--- config.mk ---
export PLATFORM = sky130hd
export DESIGN_NAME = muldiv_seq
export DESIGN_NICKNAME = d
export VERILOG_FILES = /design/src/rtl/muldiv_pkg.sv /design/src/rtl/muldiv_iter.sv /design/src/rtl/muldiv_seq.sv
export SDC_FILE = /design/constraint.sdc
export NUM_CORES = 1
export LEC_CHECK = 0
export BUFFER_PORTS_ARGS = -buffer_cell sky130_fd_sc_hd__clkbuf_2
export CORE_MARGIN = 10
export CORE_UTILIZATION = 25
export DETAILED_ROUTE_END_ITERATION = 8
export GPL_TIMING_DRIVEN = 1
export PLACE_DENSITY_LB_ADDON = 0.2
export SYNTH_ARGS = -nofsm -noshare
export SYNTH_HDL_FRONTEND = slang
export SYNTH_SLANG_ARGS = --single-unit
--- constraint.sdc ---
create_clock -name clk -period 3.4 [get_ports clk]
set_input_delay 0.34 -clock clk [delete_from_list [all_inputs] [get_ports clk]]
set_output_delay 0.34 -clock clk [all_outputs]
set_load 0.02 [all_outputs]
--- src/rtl/muldiv_pkg.sv ---
// Shared encodings, widths and helpers for the iterative multiply/divide unit.
package muldiv_pkg;

    localparam int unsigned XLEN  = 32;
    localparam int unsigned DW    = 2 * XLEN;
    localparam int unsigned ITER  = XLEN;
    localparam int unsigned CNT_W = 6;

    typedef enum logic [1:0] {
        MD_MULTU = 2'b00,
        MD_MULT  = 2'b01,
        MD_DIVU  = 2'b10,
        MD_DIV   = 2'b11
    } md_op_e;

    typedef enum logic [1:0] {
        ST_IDLE = 2'b00,
        ST_PREP = 2'b01,
        ST_RUN  = 2'b10,
        ST_FIX  = 2'b11
    } md_state_e;

    // Magnitude of x when treated as signed; pass-through for unsigned ops.
    function automatic logic [XLEN-1:0] mag(input logic [XLEN-1:0] x, input logic is_signed);
        return (is_signed && x[XLEN-1]) ? (~x + XLEN'(1)) : x;
    endfunction

endpackage

--- src/rtl/muldiv_iter.sv ---
// Accumulator / partial-remainder shift register: one shift-add or one
// restoring-divide step per cycle on unsigned magnitudes.
module muldiv_iter
    import muldiv_pkg::*;
(
    input  logic            clk,
    input  logic            rst_n,
    input  logic            load,
    input  logic            step,
    input  logic            is_div,
    input  logic [XLEN-1:0] a_mag,
    input  logic [XLEN-1:0] b_mag,
    output logic [DW-1:0]   acc
);

    logic [DW-1:0]   acc_q, acc_d;
    logic [XLEN-1:0] shreg_q, shreg_d;   // multiplier (LSB out) or dividend (MSB out)
    logic [XLEN-1:0] addend_q, addend_d; // multiplicand or divisor
    logic [XLEN:0]   mul_sum;
    logic [XLEN:0]   trial;
    logic [XLEN+1:0] diff;
    logic            quo_bit;
    logic [XLEN-1:0] rem_next;

    // One iteration step and operand load
    always_comb begin
        mul_sum  = {1'b0, acc_q[DW-1:XLEN]} + (shreg_q[0] ? {1'b0, addend_q} : '0);
        trial    = {acc_q[DW-1:XLEN], shreg_q[XLEN-1]};
        diff     = {1'b0, trial} - {2'b00, addend_q};
        quo_bit  = ~diff[XLEN+1];
        rem_next = quo_bit ? diff[XLEN-1:0] : trial[XLEN-1:0];

        acc_d    = acc_q;
        shreg_d  = shreg_q;
        addend_d = addend_q;
        if (load) begin
            acc_d    = '0;
            shreg_d  = is_div ? a_mag : b_mag;
            addend_d = is_div ? b_mag : a_mag;
        end else if (step) begin
            if (is_div) begin
                acc_d   = {rem_next, acc_q[XLEN-2:0], quo_bit};
                shreg_d = {shreg_q[XLEN-2:0], 1'b0};
            end else begin
                acc_d   = {mul_sum, acc_q[XLEN-1:1]};
                shreg_d = {1'b0, shreg_q[XLEN-1:1]};
            end
        end
    end

    // Iteration registers
    always_ff @(posedge clk or negedge rst_n) begin
        if (!rst_n) begin
            acc_q    <= '0;
            shreg_q  <= '0;
            addend_q <= '0;
        end else begin
            acc_q    <= acc_d;
            shreg_q  <= shreg_d;
            addend_q <= addend_d;
        end
    end

    assign acc = acc_q;

endmodule

--- src/rtl/muldiv_seq.sv ---
// Multiply/divide sequencer owning Hi/Lo: latches operands, runs 32 iterations,
// applies sign fixup and stalls the core while busy.
module muldiv_seq
    import muldiv_pkg::*;
(
    input  logic        clk,
    input  logic        reset,
    input  logic        start,
    input  logic [1:0]  op,
    input  logic [31:0] srca,
    input  logic [31:0] srcb,
    input  logic        rd_req,
    input  logic        rd_hi,
    input  logic        wr_hi,
    input  logic        wr_lo,
    output logic        busy,
    output logic        stall,
    output logic        done,
    output logic        dz,
    output logic [31:0] hi,
    output logic [31:0] lo,
    output logic [31:0] rd_data
);

    md_state_e        state_q, state_d;
    logic [CNT_W-1:0] cnt_q, cnt_d;
    md_op_e           op_q, op_d;
    logic [XLEN-1:0]  a_q, a_d, b_q, b_d;
    logic             neg_q, neg_d, rneg_q, rneg_d;
    logic [XLEN-1:0]  hi_q, hi_d, lo_q, lo_d;
    logic             busy_q, busy_d, done_q, done_d, dz_q, dz_d;

    logic             accept, load, step, fix;
    logic             is_div, is_signed, b_zero;
    logic [XLEN-1:0]  a_mag, b_mag;
    logic [DW-1:0]    acc, prod;
    logic [XLEN-1:0]  quo, rem, res_hi, res_lo;

    // State register
    always_ff @(posedge clk or negedge reset) begin
        if (!reset) state_q <= ST_IDLE;
        else        state_q <= state_d;
    end

    // Next-state logic
    always_comb begin
        state_d = state_q;
        case (state_q)
            ST_IDLE: if (start) state_d = ST_PREP;
            ST_PREP: state_d = ST_RUN;
            ST_RUN:  if (cnt_q == CNT_W'(ITER - 1)) state_d = ST_FIX;
            ST_FIX:  state_d = ST_IDLE;
            default: state_d = ST_IDLE;
        endcase
    end

    // FSM control decode
    always_comb begin
        accept = 1'b0;
        load   = 1'b0;
        step   = 1'b0;
        fix    = 1'b0;
        case (state_q)
            ST_IDLE: accept = start;
            ST_PREP: load   = 1'b1;
            ST_RUN:  step   = 1'b1;
            ST_FIX:  fix    = 1'b1;
            default: ;
        endcase
    end

    assign is_div    = (op_q == MD_DIVU) || (op_q == MD_DIV);
    assign is_signed = (op_q == MD_MULT) || (op_q == MD_DIV);
    assign b_zero    = (b_q == '0);
    assign a_mag     = mag(a_q, is_signed);
    assign b_mag     = mag(b_q, is_signed);

    muldiv_iter u_iter (
        .clk    (clk),
        .rst_n  (reset),
        .load   (load),
        .step   (step),
        .is_div (is_div),
        .a_mag  (a_mag),
        .b_mag  (b_mag),
        .acc    (acc)
    );

    // Sign fixup; a zero divisor bypasses it with the architected fill values
    always_comb begin
        prod = neg_q  ? (~acc + DW'(1)) : acc;
        quo  = neg_q  ? (~acc[XLEN-1:0] + XLEN'(1)) : acc[XLEN-1:0];
        rem  = rneg_q ? (~acc[DW-1:XLEN] + XLEN'(1)) : acc[DW-1:XLEN];
        if (is_div) begin
            res_hi = b_zero ? a_q : rem;
            res_lo = b_zero ? '1  : quo;
        end else begin
            res_hi = prod[DW-1:XLEN];
            res_lo = prod[XLEN-1:0];
        end
    end

    // Datapath next-state: operand latch, signs, counter, Hi/Lo and status
    always_comb begin
        op_d   = op_q;
        a_d    = a_q;
        b_d    = b_q;
        neg_d  = neg_q;
        rneg_d = rneg_q;
        hi_d   = hi_q;
        lo_d   = lo_q;
        dz_d   = dz_q;
        cnt_d  = step ? (cnt_q + CNT_W'(1)) : '0;
        if (accept) begin
            op_d = md_op_e'(op);
            a_d  = srca;
            b_d  = srcb;
            dz_d = 1'b0;
        end
        if (load) begin
            neg_d  = is_signed & (a_q[XLEN-1] ^ b_q[XLEN-1]);
            rneg_d = is_signed & a_q[XLEN-1];
        end
        if (fix) begin
            hi_d = res_hi;
            lo_d = res_lo;
            dz_d = is_div & b_zero;
        end
        // MTHI/MTLO only take effect in IDLE and lose to a simultaneous start
        if ((state_q == ST_IDLE) && !start) begin
            if (wr_hi) hi_d = srca;
            if (wr_lo) lo_d = srca;
        end
        busy_d = (state_d != ST_IDLE);
        done_d = fix;
    end

    // Datapath registers
    always_ff @(posedge clk or negedge reset) begin
        if (!reset) begin
            cnt_q  <= '0;
            op_q   <= MD_MULTU;
            a_q    <= '0;
            b_q    <= '0;
            neg_q  <= 1'b0;
            rneg_q <= 1'b0;
            hi_q   <= '0;
            lo_q   <= '0;
            busy_q <= 1'b0;
            done_q <= 1'b0;
            dz_q   <= 1'b0;
        end else begin
            cnt_q  <= cnt_d;
            op_q   <= op_d;
            a_q    <= a_d;
            b_q    <= b_d;
            neg_q  <= neg_d;
            rneg_q <= rneg_d;
            hi_q   <= hi_d;
            lo_q   <= lo_d;
            busy_q <= busy_d;
            done_q <= done_d;
            dz_q   <= dz_d;
        end
    end

    assign busy    = busy_q;
    assign done    = done_q;
    assign dz      = dz_q;
    assign hi      = hi_q;
    assign lo      = lo_q;
    assign stall   = busy_q & (start | rd_req | wr_hi | wr_lo);
    assign rd_data = rd_hi ? hi_q : lo_q;

endmodule

Word-level counts from Yosys, hierarchy flattened
Cells that the tools add are included.

Bits in latches: 0. Memories: 0. Flip-flop bits (word level): 271. Output and inout port bits: 100. Logic and storage cells: 91. Bits in writable memories: 0. Bits in read-only memories: 0.

Add/subtract/negate cells: 8. $mul: 0. Mux-type cells: 36. Divide/modulo/power cells: 0. $lt $le $gt $ge: 0. Shift operators: 0. Eq/ne operators: 7. Bitwise logic cells: 14. Reduce and logical (&&, ||, !) cells: 11.

Operators by type and width (count): $mux 32 (22); $mux 64 (4); $add 32x1->32 const B (4); $not 32->32 (4); $add 64x1->64 const B (1); $not 64->64 (1); $sub 33x32->34 (1); $add 32x33->33 (1); $logic_not 32->1 (1); $eq 2x2->1 const B (4); $pmux 2 s4 (1); $add 6x1->6 const B (1); $eq 6x5->1 const B (1); $mux 1 (6); $mux 6 (1); $reduce_bool 2->1 (3); $and 1x1->1 (4); $eq 2x1->1 const B (2); $mux 2 (2); $logic_and 1x1->1 (3); $or 1x1->1 (3); $logic_not 2->1 (1); $logic_or 1x1->1 (2); $logic_not 1->1 (1); 2 further kinds (2).

Depth between registers and ports, before layout
Gate-level depths: netlist of the first run.

Depth in word-level cells: 8. Gate-level depth with buffers: 14.

Hierarchy
Synthesis of the first run repeated with hierarchy kept, for this count alone.

Cell total of the unflattened synthesis: 2402. Area total of the unflattened synthesis: 20764.9 um^2.

By module, submodules not included: muldiv_iter (area each 10410.0 um^2, seq. area each 3203.1 um^2, instances 1, cells each 1216); muldiv_seq (area each 10354.9 um^2, seq. area each 3578.4 um^2, instances 1, cells each 1186).

Least setup slack after synthesis of the first run
Ideal clock, no wire load.

Path type: register -> register. Start: register u_iter.shreg_q[0]. End: register u_iter.acc_q[57], in the netlist u_iter.acc[57]. Cell stages (with the launch flop): 15. Arrival: 2.930 ns. Required time: 3.276 ns. Setup slack: 0.346 ns. Library setup time: 0.124 ns. Cells stage by stage: dfrtp_1 > clkbuf_1 > and2_1 > ha_1 > inv_1 > fa_1 > nand2b_1 > a21oi_1 > o221a_2 > o31a_1 > a21o_1 > a21oi_1 > and2_1 > o2111a_1 > a211o_1.

Word-level cells in the longest chain between the ends: 5.

Ends and longest elaborated chain: start: declaration (line muldiv_iter.sv:17) `logic [XLEN-1:0] shreg_q, shreg_d;`; start signal: assignment (line muldiv_iter.sv:59) `shreg_q <= shreg_d;`; $mux 32 (line muldiv_iter.sv:27) `mul_sum = {1'b0, acc_q[DW-1:XLEN]} + (shreg_q[0] ? {1'b0, addend_q} : '0);`; $add 32x33->33 (line muldiv_iter.sv:27); $mux 64 (line muldiv_iter.sv:41) `if (is_div) begin`; $mux 64 (line muldiv_iter.sv:40) `end else if (step) begin`; $mux 64 (line muldiv_iter.sv:36) `if (load) begin`; end signal: assignment (line muldiv_iter.sv:54) `acc_q <= '0;`; end signal: assignment (line muldiv_iter.sv:58) `acc_q <= acc_d;`; end: declaration (line muldiv_iter.sv:16) `logic [DW-1:0] acc_q, acc_d;`.

Every way passes these cells. The select of a mux whose other input is x is not followed. A chain may end at the register's enable or synchronous reset.

Worst setup path in the final report of the first run
Start: register u_iter.addend_q[0]. End: register u_iter.acc_q[57], in the netlist u_iter.acc[57].

Word-level cells in the longest chain between the ends: 5. Elaborated cells on any way between the ends: 7. Classes of those cells: add/sub: 2; mux: 5.

Ends and longest elaborated chain: start: declaration (line muldiv_iter.sv:18) `logic [XLEN-1:0] addend_q, addend_d;`; start signal: assignment (line muldiv_iter.sv:60) `addend_q <= addend_d;`; $mux 32 or $sub 33x32->34 (tied branches) (line muldiv_iter.sv:27, muldiv_iter.sv:29); $add 32x33->33 or $mux 32 (tied branches) (line muldiv_iter.sv:27, muldiv_iter.sv:31); $mux 64 (*) (line muldiv_iter.sv:41); $mux 64 (*) (line muldiv_iter.sv:40); $mux 64 (*) (line muldiv_iter.sv:36).

Mark *: on every way between the ends. The rest lies on a longest branch, timed or not. The select of a mux whose other input is x is not followed.

==> results by stage, run 1 <==
Drt:
- The remaining antenna violation count is 0.
- The average via count per standard cell is 5.17.
- The average routed wire per standard cell is 22.0 um.
- The DRC violations left is 0.
- The number of DRC markers after the initial detailed-route iteration is 1440.
- The total via count in the routed design is 19148.
- For this run, the detailed router's first-pass iteration total came to 5.
- For this block, the routed nets add up to 81400 um of wire.

Synth:
- The share of synthesized area in the top cell type comes to 33.5%.
- The gate count of the mapped netlist is between 2000 and 2500.
- In the post-synthesis netlist, the biggest area contributors are sky130_fd_sc_hd__dfrtp_1 (33%), sky130_fd_sc_hd__xnor2_1 (5.9%), sky130_fd_sc_hd__mux2_2 (5.7%).
- The flip-flop and latch count after synthesis is 271.
- Yosys printed 0 warnings.
- A synthesized cell averages ~8.5 sq um.
- The cell type contributing the most total cell area after synthesis is sky130_fd_sc_hd__dfrtp_1.
- The number of enable flip-flop cells after synthesis is 0.
- The dominant synthesized flop cell is sky130_fd_sc_hd__dfrtp_1.
- Counting instances in the post-synthesis netlist gives the leading cell types as sky130_fd_sc_hd__dfrtp_1 (271), sky130_fd_sc_hd__nand2_1 (242), sky130_fd_sc_hd__nor2_1 (192).
- The number of different library cells used by synthesis comes to between 80 and 90.
- Synthesis produced a netlist with a net count of 2534.
- Summing every instance area after synthesis gives 20300 sq um.
- The leading cell type by number of instances after synthesis is sky130_fd_sc_hd__dfrtp_1.
- The async set-or-reset flop fraction in the synthesized netlist is 100%.
- The sequential element share of the synthesized area is 33.5%.

Place:
- The count of buffers added on input and output ports is 172.
- After detailed placement, the total cell area comes to 23100 sq um.
- The global placement routability congestion is 0.905.
- The pre-CTS setup slack is 0.0285 ns.
- The detailed placement HPWL is 63000 um.
- The post-placement cell count is 3612.

Power:
- Across the VDD grid, the largest voltage drop is 0.000698 V.
- In this run the static leakage power is between 0.01 and 0.015 uW.
- The total power draw is 30900 uW.
- The power density normalized to cell area is 1250 nW/um^2.

Timing:
- The worst path in the final design needs a cycle of 3.27 ns, including I/O delays and setup.
- Clock skew on the completed layout was measured at 0.0308 ns.
- The count of endpoints failing setup in the final report is 0.
- The highest achievable clock rate is 0.306 GHz.
- For the pin with the worst max-slew slack, the measured transition is approximately 1.1 ns.
- The count of pins over their slew limit is 0.
- The worst slew slack as a fraction of its limit is 28.3%.
- The final critical path takes up 96.1% of the cycle.
- The count of final hold-check violations is 0.
- After layout, the worst setup slack is 0.133 ns.
- Setup repair after global routing could not meet its margin everywhere.

Finish:
- Relative to the synthesized area, the layout overhead comes to 21.8%.
- For this run, the number of standard cells in the final layout without fillers is about 3700.
- The layout cell share with drive strength beyond 1 is roughly a fifth.
- 0 antenna diodes ended up in the layout.
- The number of nets in the finished design is about 2800.
- The final instance area is between 20000 and 25000 sq um.

Worst setup path:
- STA classifies the critical path endpoint as a register.
- The critical path in this run is classified as reg -> reg.
- Of all nets on the critical path, the largest fanout is 5.
- The arrival time at the worst endpoint is 3.69 ns.
- The critical path startpoint category is a register.
- At the worst endpoint, the required time is 3.82 ns.

Job:
- The number of max-capacitance violations reported is 0.

Run status:
- The flow ran to the end, and the final reports show no timing, DRC or antenna violations.

Clocking:
- The clock-pin slew on the worst setup and hold paths is 0.06 ns.
- Clock latency on the worst-skew pair, taken at its later pin, is ~0.56 ns.
- The maximum level of the CTS H-tree is 2.
- The buffer depth of the longest clock path is 3.
- The TritonCTS clock tree is built.
- The tree is rooted in a sky130_fd_sc_hd__clkbuf_16.
- The number of clock buffers added by TritonCTS is 37.
- The CTS sink count is around 270.

Die:
- The die covers 92900 sq um.
- Measured along the x axis, the die boundary spans 305 um.
- The starting density of the core is around a quarter.
- 173 I/O pins were placed.
- The vertical extent of the die is 305 um.
- The core footprint is 80400 sq um.
- The initialized floorplan defines 104 standard-cell rows.

Global route:
- Entering global routing, the biggest net connects 145 pins.
- The first-pass GRT wire length is 123000 um.
- The overall routing resource usage is between 15 and 20%.
- The number of antenna violations at the first check in global routing came to 0.
- The via count of the first global-routing pass came to 18942.
- The global-route congestion overflow total is 0.

Min path:
- The worst min-delay path category is in -> reg.
-- placed cells by master, fill, tap and decap left out, types with 44 or more instances in the layout --
master / count
sky130_fd_sc_hd__ha_1: 68
sky130_fd_sc_hd__mux2_2: 102
sky130_fd_sc_hd__clkbuf_2: 171
sky130_fd_sc_hd__dfrtp_1: 269
sky130_fd_sc_hd__o21ai_0: 175
sky130_fd_sc_hd__inv_1: 73
sky130_fd_sc_hd__nand2_1: 240
sky130_fd_sc_hd__nor2_1: 192
sky130_fd_sc_hd__mux2i_1: 70
sky130_fd_sc_hd__a21oi_1: 157
sky130_fd_sc_hd__xor2_1: 59
sky130_fd_sc_hd__o211ai_1: 44
sky130_fd_sc_hd__xnor2_1: 137
sky130_fd_sc_hd__buf_4: 152
-- path summary, 6_finish.rpt --
check / slack, ns / cells past startpoint / to / startpoint
worst max-delay path: 0.13 / 13 / u_iter.acc[57] / u_iter.addend_q[0]
max in group asynchronous: 1.96 / 3 / u_iter.acc[5] / reset
worst min register to register: 0.46 / 1 / cnt_q[0] / cnt_q[0]
worst min-delay path: 0.02 / 2 / b_q[2] / srcb[2]
min in group asynchronous: 0.36 / 2 / lo[28] / reset
worst max register to register: 0.13 / 13 / u_iter.acc[57] / u_iter.addend_q[0]
-- layer usage --
layer | share of wire, % | wire, um | global-route usage, %
met1 | 46 | 37600 | 22.8
met2 | 47 | 38300 | 27.7
met3 | 3.9 | 3210 | 1.85
met4 | 2.7 | 2200 | 4.68
met5 | 0 | 0 | 0
-- kinds of logic (layout without fill, tap and decap cells) --
kind of cell             Yosys count  in the layout  synth area share [%]
buffers and inverters            236            493                  4.57
AO/OA/AOI/OAI                    722            722                  22.5
AND/OR/NAND/NOR                  712            712                  17.1
adder cells (fa/ha/maj)           76             76                  4.77
multiplexers                     172            172                  9.12
XOR/XNOR                         196            196                  8.47
flip-flops                       271            271                  33.5
-- metrics by stage --
| step | utilization (%) | setup TNS [ns] | hold slack [ns] |
|---|---|---|---|
| 2_1_floorplan | - | 0 | 0.0444 |
| 3_3_place_gp | 28.7 | 0 | 0.370 |
| 3_5_place_dp | 28.7 | 0 | 0.370 |
| 4_1_cts | 30.5 | 0 | 0.000226 |
| 5_1_grt | 30.7 | -0.00378 | 0.0161 |
| 6_report | 30.7 | 0 | 0.0225 |
-- final cells by class --
type | count | area (sq um)
Fill cell | 8570 | 55700
Multi-Input combinational cell | 1878 | 12700
Sequential cell | 271 | 6790
Timing Repair Buffer | 354 | 2380
Tap cell | 1060 | 1330
Clock buffer | 53 | 1060
Inverter | 75 | 282
Clock inverter | 11 | 144
-- state kept, by name, summed over array words and instances (netlist names) --
register and count:
a_q 32, b_q 32, busy 1, cnt_q 6, done 1, dz 1
hi 32, lo 32, neg_q 1, op_q 2, rneg_q 1, state_q 2
u_iter.acc 64, u_iter.addend_q 32, u_iter.shreg_q 32
-- worst max-delay path, stage by stage (launching register included) --
cell                       delay, ns
sky130_fd_sc_hd__dfrtp_1        0.36
sky130_fd_sc_hd__and2_1         0.14
sky130_fd_sc_hd__ha_1           0.17
sky130_fd_sc_hd__inv_1          0.06
sky130_fd_sc_hd__fa_1           0.41
sky130_fd_sc_hd__nand2b_1       0.20
sky130_fd_sc_hd__a21oi_2        0.22
sky130_fd_sc_hd__o221a_2        0.24
sky130_fd_sc_hd__o31a_1         0.29
sky130_fd_sc_hd__a21o_1         0.26
sky130_fd_sc_hd__a21oi_1        0.12
sky130_fd_sc_hd__and2_1         0.18
sky130_fd_sc_hd__o2111a_1       0.22
sky130_fd_sc_hd__a211o_1        0.27
-- power by group --
part	total, uW	switching, uW	internal [uW]	leakage, uW
clock	3980	1600	2390	0.000589
combinational	20500	12600	7940	0.00667
sequential	6320	1610	4710	0.00334
total	30900	15800	15000	0.0106
-- timing repair --
| item | CTS | global route |
|---|---|---|
| pin swaps | 0 | 6 |
| hold endpoints to repair | 85 | 0 |
| gates resized for setup | 1 | 27 |
| hold buffers | 22 | 0 |
| setup endpoints to repair | 1 | 42 |
| buffers inserted | 0 | 4 |
No activity file was read; power rests on OpenSTA's default activity.
==> run 2, diff against run 1 <==
==> constraint.sdc (replaced) <==
create_clock -name clk -period 3.4 [get_ports clk]
set_input_delay 0.68 -clock clk [delete_from_list [all_inputs] [get_ports clk]]
set_output_delay 0.68 -clock clk [all_outputs]
set_load 0.02 [all_outputs]
==> run 2 against run 1 <==
  * Sequential share of layout area increased by 0.42 points
  * Count of clock-buffer cells in the layout decreased by 4
  * Combinational power about the same
  * Clock power decreased by 3%
  * Setup slack got worse by 0.051 ns
  * Hold slack improved by 0.039 ns
  * Power decreased by 1.0%
  * Register-to-register slack got worse by 0.05 ns
  * Critical path depth decreased by 5
==> results by stage, run 2 (same netlist as run 1, synthesis figures left out) <==
Clocking:
- The buffer depth of the longest clock path is 3.
- The cts-stage hold buffer count is 0.
- The clock-pin slew on the worst setup and hold paths is 0.06 ns.
- The number of buffers created by CTS is 36.
- CTS built an H-tree with a depth of 2.
- At the later pin of the worst-skew pair, clock insertion delay measures 0.58 ns.
- TritonCTS built the clock tree.
- Clock tree synthesis found a total of 271 sinks.
- In this run the clock root is driven by a sky130_fd_sc_hd__clkbuf_16.

Worst setup path:
- STA classifies the critical path startpoint as a register.
- The arrival time at the worst endpoint is between 3 and 4 ns.
- The highest-delay cell along the critical path is sky130_fd_sc_hd__or4_2.
- The startpoint identified for the worst register-to-register timing path is b_q[18].
- The start point of the critical path is b_q[18].
- The delay contributed by the slowest stage of the critical path is 0.71 ns.
- Walking the worst path, the cells encountered are or4_4 > nor4b_2 > nand3_1 > or4_2 > buf_12 > or2_4 > mux2i_1 > buf_4.
- Of all nets on the critical path, the largest fanout is 32.
- STA classifies the critical path endpoint as a register.
- The worst setup path is of the reg -> reg kind.
- At the worst endpoint, the required time is between 3 and 4 ns.

Finish:
- The leading cell type in the layout, fill and taps excluded is sky130_fd_sc_hd__dfrtp_1.
- The synthesis-to-finish area growth is 19.9%.
- The register area is 6790 sq um.
- The number of nets in the finished design is 2729.
- The area of the multi-input gates is 12700 sq um.
- After filler insertion, the fill cell instance count of the layout stands at about 8600.
- The antenna diode count is 0.
- The library cells used most frequently in the layout, excluding fill and tap cells, are sky130_fd_sc_hd__dfrtp_1 (269), sky130_fd_sc_hd__nand2_1 (241), sky130_fd_sc_hd__nor2_1 (191).
- The layout cell share with drive strength beyond 1 is 20.2%.
- The final instance area is around 24000 sq um.
- The flip-flop count of the largest register, all copies and words added is 64.

Die:
- From left edge to right edge, the die measures 305 um.
- The row count is 104.
- Measured along the y axis, the die boundary spans 305 um.
- The core footprint is about 80000 sq um.
- For this design the top-level I/O count stands at 173.
- The area of the die is 92900 sq um.
- The starting density of the core is 25.2%.

Drt:
- In the final routed layout, each cell accounts on average for 22.3 um.
- The remaining antenna violation count is 0.
- The number of DRC markers after the initial detailed-route iteration is 1405.
- The detailed-routed wire length on met2 is 38600 um.
- Summing over every cut layer, the via total after detailed routing is 19208.
- The routed design has 81600 um of wire.
- The first TritonRoute pass finished after 5 iterations.
- The length of routed wiring on met1 is 37000 um.
- After detailed routing, the met3 layer carries 3620 um of wire.
- After detailed routing, the number of remaining DRC violations is 0.
- The average via count per standard cell is 5.24.
- The top layer used by detailed routing is met4.

Timing:
- The count of final hold-check violations is 0.
- The highest achievable clock rate is 0.301 GHz.
- Setup total negative slack on the finished layout was measured at 0 ns.
- The shortest clock period the worst path allows after layout is 3.32 ns.
- The share of the clock period used by the worst path after layout is ~98%.
- The count of pins over their slew limit came to 0.
- The count of endpoints failing setup in the final report is 0.
- The worst slew slack as a fraction of its limit is roughly a third.
- The worst setup skew after layout is roughly 0.031 ns.
- Setup repair after global routing left no endpoint under its margin.
- The actual transition at the worst max-transition pin is 0.972 ns.

Global route:
- The number of antenna violations at the first check in global routing came to 0.
- The total overflow left after global routing is 0.
- The first global-routing pass estimated 123000 um of wire.
- The via count of the first global-routing pass is 18810.
- Entering global routing, the biggest net connects ~100 pins.
- Global routing used approximately 17% of the available tracks.

Place:
- The count of buffers from port buffering is 172.
- Summing all placed instances gives a cell area of 23000 sq um.
- Detailed placement finished with a half-perimeter wire length of 63200 um.
- Routability-driven placement finished with a final weighted congestion of around 0.93.

Min path:
- The worst min-delay path category is in -> async.

Power:
- For this design the static power due to leakage is 0.0104 uW.
- IR analysis of the VDD net gives a maximum drop of approximately 0.00053 V.
- In this run the power density over the cells is approximately 1300 nW/um^2.

Job:
- The number of max-capacitance violations reported is 0.

Run status:
- The run finished with clean final reports.
-- run 2: changes by cell type in the layout (fill, tap and decap cells not counted), moves of 2 or more --
| cell | delta |
|---|---|
| sky130_fd_sc_hd__dlygate4sd3_1 | -22 |
| sky130_fd_sc_hd__buf_4 | -15 |
| sky130_fd_sc_hd__clkbuf_1 | -3 |
| sky130_fd_sc_hd__a211oi_1 | +2 |
| sky130_fd_sc_hd__a211oi_2 | -2 |
| sky130_fd_sc_hd__buf_12 | +2 |
| sky130_fd_sc_hd__clkbuf_16 | -2 |
| sky130_fd_sc_hd__ha_1 | +2 |
| sky130_fd_sc_hd__o21ai_1 | +2 |
| sky130_fd_sc_hd__o21ai_2 | -2 |
| sky130_fd_sc_hd__o41ai_2 | -2 |
-- run 2: path summary, 6_finish.rpt --
| check | depth (start not counted) | to | slack (ns) |
|---|---|---|---|
| max | 8 | dz | 0.08 |
| min | 1 | lo[23] | 0.06 |
| max reg2reg | 8 | dz | 0.08 |
| min reg2reg | 1 | cnt_q[0] | 0.47 |
| max in group asynchronous | 2 | u_iter.acc[4] | 2.34 |
| min in group clk | 2 | b_q[8] | 0.35 |
-- run 2: area by class of cell --
type / instances / area share (%)
multi-input cells: 1878 / 52.2
flip-flops and latches: 271 / 27.9
repair buffers: 318 / 8.56
well taps: 1060 / 5.46
clock buffers: 49 / 4.15
inverters: 75 / 1.16
clock inverters: 12 / 0.597
-- run 2: power by group --
group	total (uW)	internal (uW)	switching (uW)	leakage, uW
registers	6430	4710	1720	0.00334
logic	20200	7770	12500	0.00653
clock network	3850	2240	1610	0.000564
total	30500	14700	15800	0.0104
-- run 2: critical path: cells and delay by family, from the launching register on --
| family | cells | cell delay, ns |
|---|---|---|
| and+or+nand+nor | 5 | 2.06 |
| buffers and inverters | 2 | 0.41 |
| DFF | 1 | 0.38 |
| muxes | 1 | 0.38 |
-- run 2: stage by stage --
stage                     worst slack, ns  total power, uW  instances  hold WS [ns]  util [%]
final                              0.0825            30500       3663        0.0618      30.2
after global routing              0.00756            32700       3663        0.0946      30.2
after CTS                         0.00243            30500       3659        0.0665      30.1
after detailed placement           0.0174            26500       3598         0.463      28.6
after global placement             0.0451            26400       3598         0.454      28.6
after floorplan                     0.346            18700       2385         0.384         -
-- run 2: metal layers --
| metal | vias up | global-route usage (%) |
|---|---|---|
| met1 | 9532 | 22.7 |
| met4 | 0 | 5.04 |
| met2 | 563 | 27.8 |
| li1 | 9012 | - |
| met3 | 101 | 1.96 |
| met5 | - | 0 |
-- run 2: what timing repair did --
| item | in CTS | in global routing |
|---|---|---|
| pin swaps | 0 | 2 |
| resized for setup | 2 | 19 |
| endpoints found under the setup margin | 2 | 47 |
| gates cloned | 0 | 0 |
| setup buffers | 0 | 4 |
==> run 3, diff against run 2 <==
--- a/config.mk
+++ b/config.mk
@@ -7,7 +7,7 @@
 export LEC_CHECK = 0
 export BUFFER_PORTS_ARGS = -buffer_cell sky130_fd_sc_hd__clkbuf_2
 export CORE_MARGIN = 10
-export CORE_UTILIZATION = 25
+export CORE_UTILIZATION = 32
 export DETAILED_ROUTE_END_ITERATION = 8
 export GPL_TIMING_DRIVEN = 1
 export PLACE_DENSITY_LB_ADDON = 0.2
==> run 3 against run 2 <==
  * Via count down 1.2%
  * Fmax up 1.3%
  * Utilization up 8.2 points
  * Critical path depth up 1
  * Clock skew down 0.0080 ns
  * Clock power up 8.8%
  * Power down 0.35%
  * Count of clock-buffer cells in the layout up 2
  * Wire length down 7.1%
  * Global-route usage up 3.1 points
  * Critical endpoint is now hi[31]
==> results by stage, run 3 (same netlist as run 1, synthesis figures left out) <==
Timing:
- Setup repair after global routing could not meet its margin everywhere.
- The worst slew slack as a fraction of its limit is 32.2%.
- Hold is met by 0.0507 ns.
- The count of final hold-check violations is 0.
- At the pin with the least slew margin, the transition time is about 1.0 ns.
- Counting I/O delays and the setup requirement, the final critical path takes 3.28 ns.
- Setup violations remaining at the end of the flow were counted as 0.
- The share of the clock period used by the worst path after layout is 96.3%.
- The highest achievable clock rate is 0.305 GHz.
- The worst setup skew after layout is about 0.023 ns.
- The count of pins over their slew limit is 0.

Clocking:
- The maximum level of the CTS H-tree is 2.
- TritonCTS created 38 clock buffers.
- Counting along the longest clock path gives a buffer depth of 3.
- Clock latency on the worst-skew pair, taken at its later pin, is about 0.57 ns.
- The CTS sink count is 271.
- The TritonCTS clock tree is built.
- The cts-stage hold buffer count is 0.
- CTS placed an instance of sky130_fd_sc_hd__clkbuf_16 at the clock tree root.
- Clock-pin slew was measured on the worst setup and hold paths at 0.06 ns.

Global route:
- The first global-routing pass estimated 116000 um of wire.
- Global routing used around a fifth of the available tracks across all layers.
- The global-route congestion overflow total is 0.
- The via count of the first global-routing pass was 18669.
- The number of antenna violations at the first check in global routing is 1.
- The maximum number of pins on one net before global-route repair is 72.

Run status:
- The flow ran to the end, and the final reports show no timing, DRC or antenna violations.

Worst setup path:
- The worst setup path is launched from a register.
- The critical-path maximum fanout is 34.
- For the worst setup path, the data required time is 3.89 ns.
- At the worst endpoint, the arrival time is approximately 3.8 ns.
- The worst register-to-register path has a setup slack of 0.12 ns.
- Counting cells, the worst reg-to-reg path comes to 9.
- By startpoint and endpoint, the worst setup path is classified as reg -> reg.
- STA classifies the critical path endpoint as a register.
- The destination of the worst register-to-register timing path is hi[31].
- The worst register-to-register path begins at b_q[18].

Drt:
- The routed design has 75800 um of wire.
- The DRC violations left is 0.
- The detailed-routed wire length on met2 is 34300 um.
- For this run, the detailed router's first-pass iteration total came to 5.
- In the detailed route, the total length drawn on met3 is 4230 um.
- The top layer used by detailed routing is met5.
- The length of routed wiring on met1 is 34300 um.
- Using the TritonRoute via totals, the vias-per-cell ratio works out to approximately 5.5.
- The remaining antenna violation count is 0.
- In the final routed layout, each cell accounts on average for between 20 and 25 um.
- Detailed routing inserted a total of 18980 vias.
- The number of DRC markers after the initial detailed-route iteration is 1554.

Finish:
- The antenna diode count is 0.
- The flip-flop count of the largest register, all copies and words added is 64.
- In the layout the commonest cells are sky130_fd_sc_hd__dfrtp_1 (269), sky130_fd_sc_hd__nand2_1 (241), sky130_fd_sc_hd__nor2_1 (192).
- The post-route netlist has between 20% and 30% of its cells at a drive strength greater than 1.
- The library cell used most frequently in the layout, excluding fill and tap cells, is sky130_fd_sc_hd__dfrtp_1.
- Cells fill between 30% and 40% of the core in the end.
- The number of nets in the finished design is 2732.
- Compared with the post-synthesis result, the final layout area differs by 19.2%.

Power:
- Cell internal power was estimated by the tool at 15000 uW.
- Combinational logic burns between 60% and 70% of the power.
- The relative contribution of sequential cells to total power is 21.0%.
- Net switching is 50.7% of the power.
- The net switching power of the design is approximately 15000 uW.
- The total power draw is 30400 uW.
- Of the total power, the clock network draws 13.8%.
- Across the VDD grid, the largest voltage drop is 0.000851 V.
- The reported leakage power is roughly 0.010 uW.
- The power density normalized to cell area is 1260 nW/um^2.

Die:
- The row count is between 90 and 100.
- The starting density of the core is between 30% and 40%.
- The floorplan step set the die height to 272 um.
- During I/O placement, the number of pins put on the boundary was 173.
- The core region is 62900 sq um.
- The area of the die is 73800 sq um.
- From left edge to right edge, the die measures ~270 um.

Job:
- The number of max-capacitance violations reported is 0.

Place:
- At the end of routability-driven placement, the weighted congestion stood at 0.970.
- The count of buffers from port buffering is about 170.
- The detailed placement HPWL is between 50000 and 60000 um.

Min path:
- The worst min-delay path category is in -> async.
==> run 3: cell types whose count changed in the layout (fill, tap and decap cells not counted), moves of 2 or more <==
cell / previous run / this run
sky130_fd_sc_hd__bufinv_16: 2 / 5
sky130_fd_sc_hd__clkbuf_16: 36 / 39
sky130_fd_sc_hd__clkinv_2: 5 / 8
sky130_fd_sc_hd__clkbuf_8: 6 / 4
sky130_fd_sc_hd__clkinvlp_4: 2 / 0
==> run 3: power groups by stage <==
stage	Sequential [uW]	Combinational, uW	Clock [uW]
2_1_floorplan	6250	12500	0
3_3_place_gp	6370	19400	0
3_5_place_dp	6420	19500	0
4_1_cts	6370	19700	4290
5_1_grt	6570	21700	4420
6_report	6380	19900	4190
==> run 3: timing repair <==
item                                    CTS  global route
endpoints found under the setup margin    3            40
resized for setup                         2            17
setup buffers                             0             0
cloned                                    0             0
==> run 3: final cells by class <==
type,count,area [sq um]
Inverter,75,282
Multi-Input combinational cell,1878,12700
Timing Repair Buffer,319,2090
Clock inverter,16,228
Sequential cell,271,6790
Fill cell,6456,38700
Tap cell,846,1060
Clock buffer,51,1060
==> run 3: per-layer routing <==
metal	GRT usage [%]	up-vias
li1	-	9020
met1	26.9	9264
met2	31.2	577
met3	3.41	117
met4	7.75	2
met5	0	-
==> run 3: critical path, stage by stage, from the launching register on <==
cell and delay, ns:
sky130_fd_sc_hd__dfrtp_1 0.37, sky130_fd_sc_hd__or4_4 0.57, sky130_fd_sc_hd__nor4b_2 0.32, sky130_fd_sc_hd__nand3_1 0.20, sky130_fd_sc_hd__or4_2 0.83, sky130_fd_sc_hd__buf_12 0.25, sky130_fd_sc_hd__mux2i_1 0.13, sky130_fd_sc_hd__mux2i_1 0.26
sky130_fd_sc_hd__mux2i_1 0.13, sky130_fd_sc_hd__o21ai_1 0.13
==> run 3: worst max path at each step <==
stage,start,endpoint,slack [ns]
floorplan,u_iter.shreg_q[0],u_iter.acc[57],0.35
global placement,u_iter.addend_q[6],u_iter.acc[61],-0.02
detailed placement,u_iter.addend_q[6],u_iter.acc[61],-0.08
CTS,u_iter.shreg_q[0],u_iter.acc[62],0.007
global route,u_iter.shreg_q[0],u_iter.acc[59],-0.09
finish,b_q[18],hi[31],0.12
==> run 3: per-stage QoR <==
| stage | setup slack (ns) | setup TNS, ns | cell area, sq um | cells |
|---|---|---|---|---|
| 2_1_floorplan | 0.346 | 0 | 20300 | 2385 |
| 3_3_place_gp | -0.0193 | -0.0193 | 22800 | 3389 |
| 3_5_place_dp | -0.0776 | -0.149 | 22800 | 3389 |
| 4_1_cts | 0.00667 | 0 | 24100 | 3456 |
| 5_1_grt | -0.0856 | -0.0953 | 24200 | 3456 |
| 6_report | 0.124 | 0 | 24200 | 3456 |
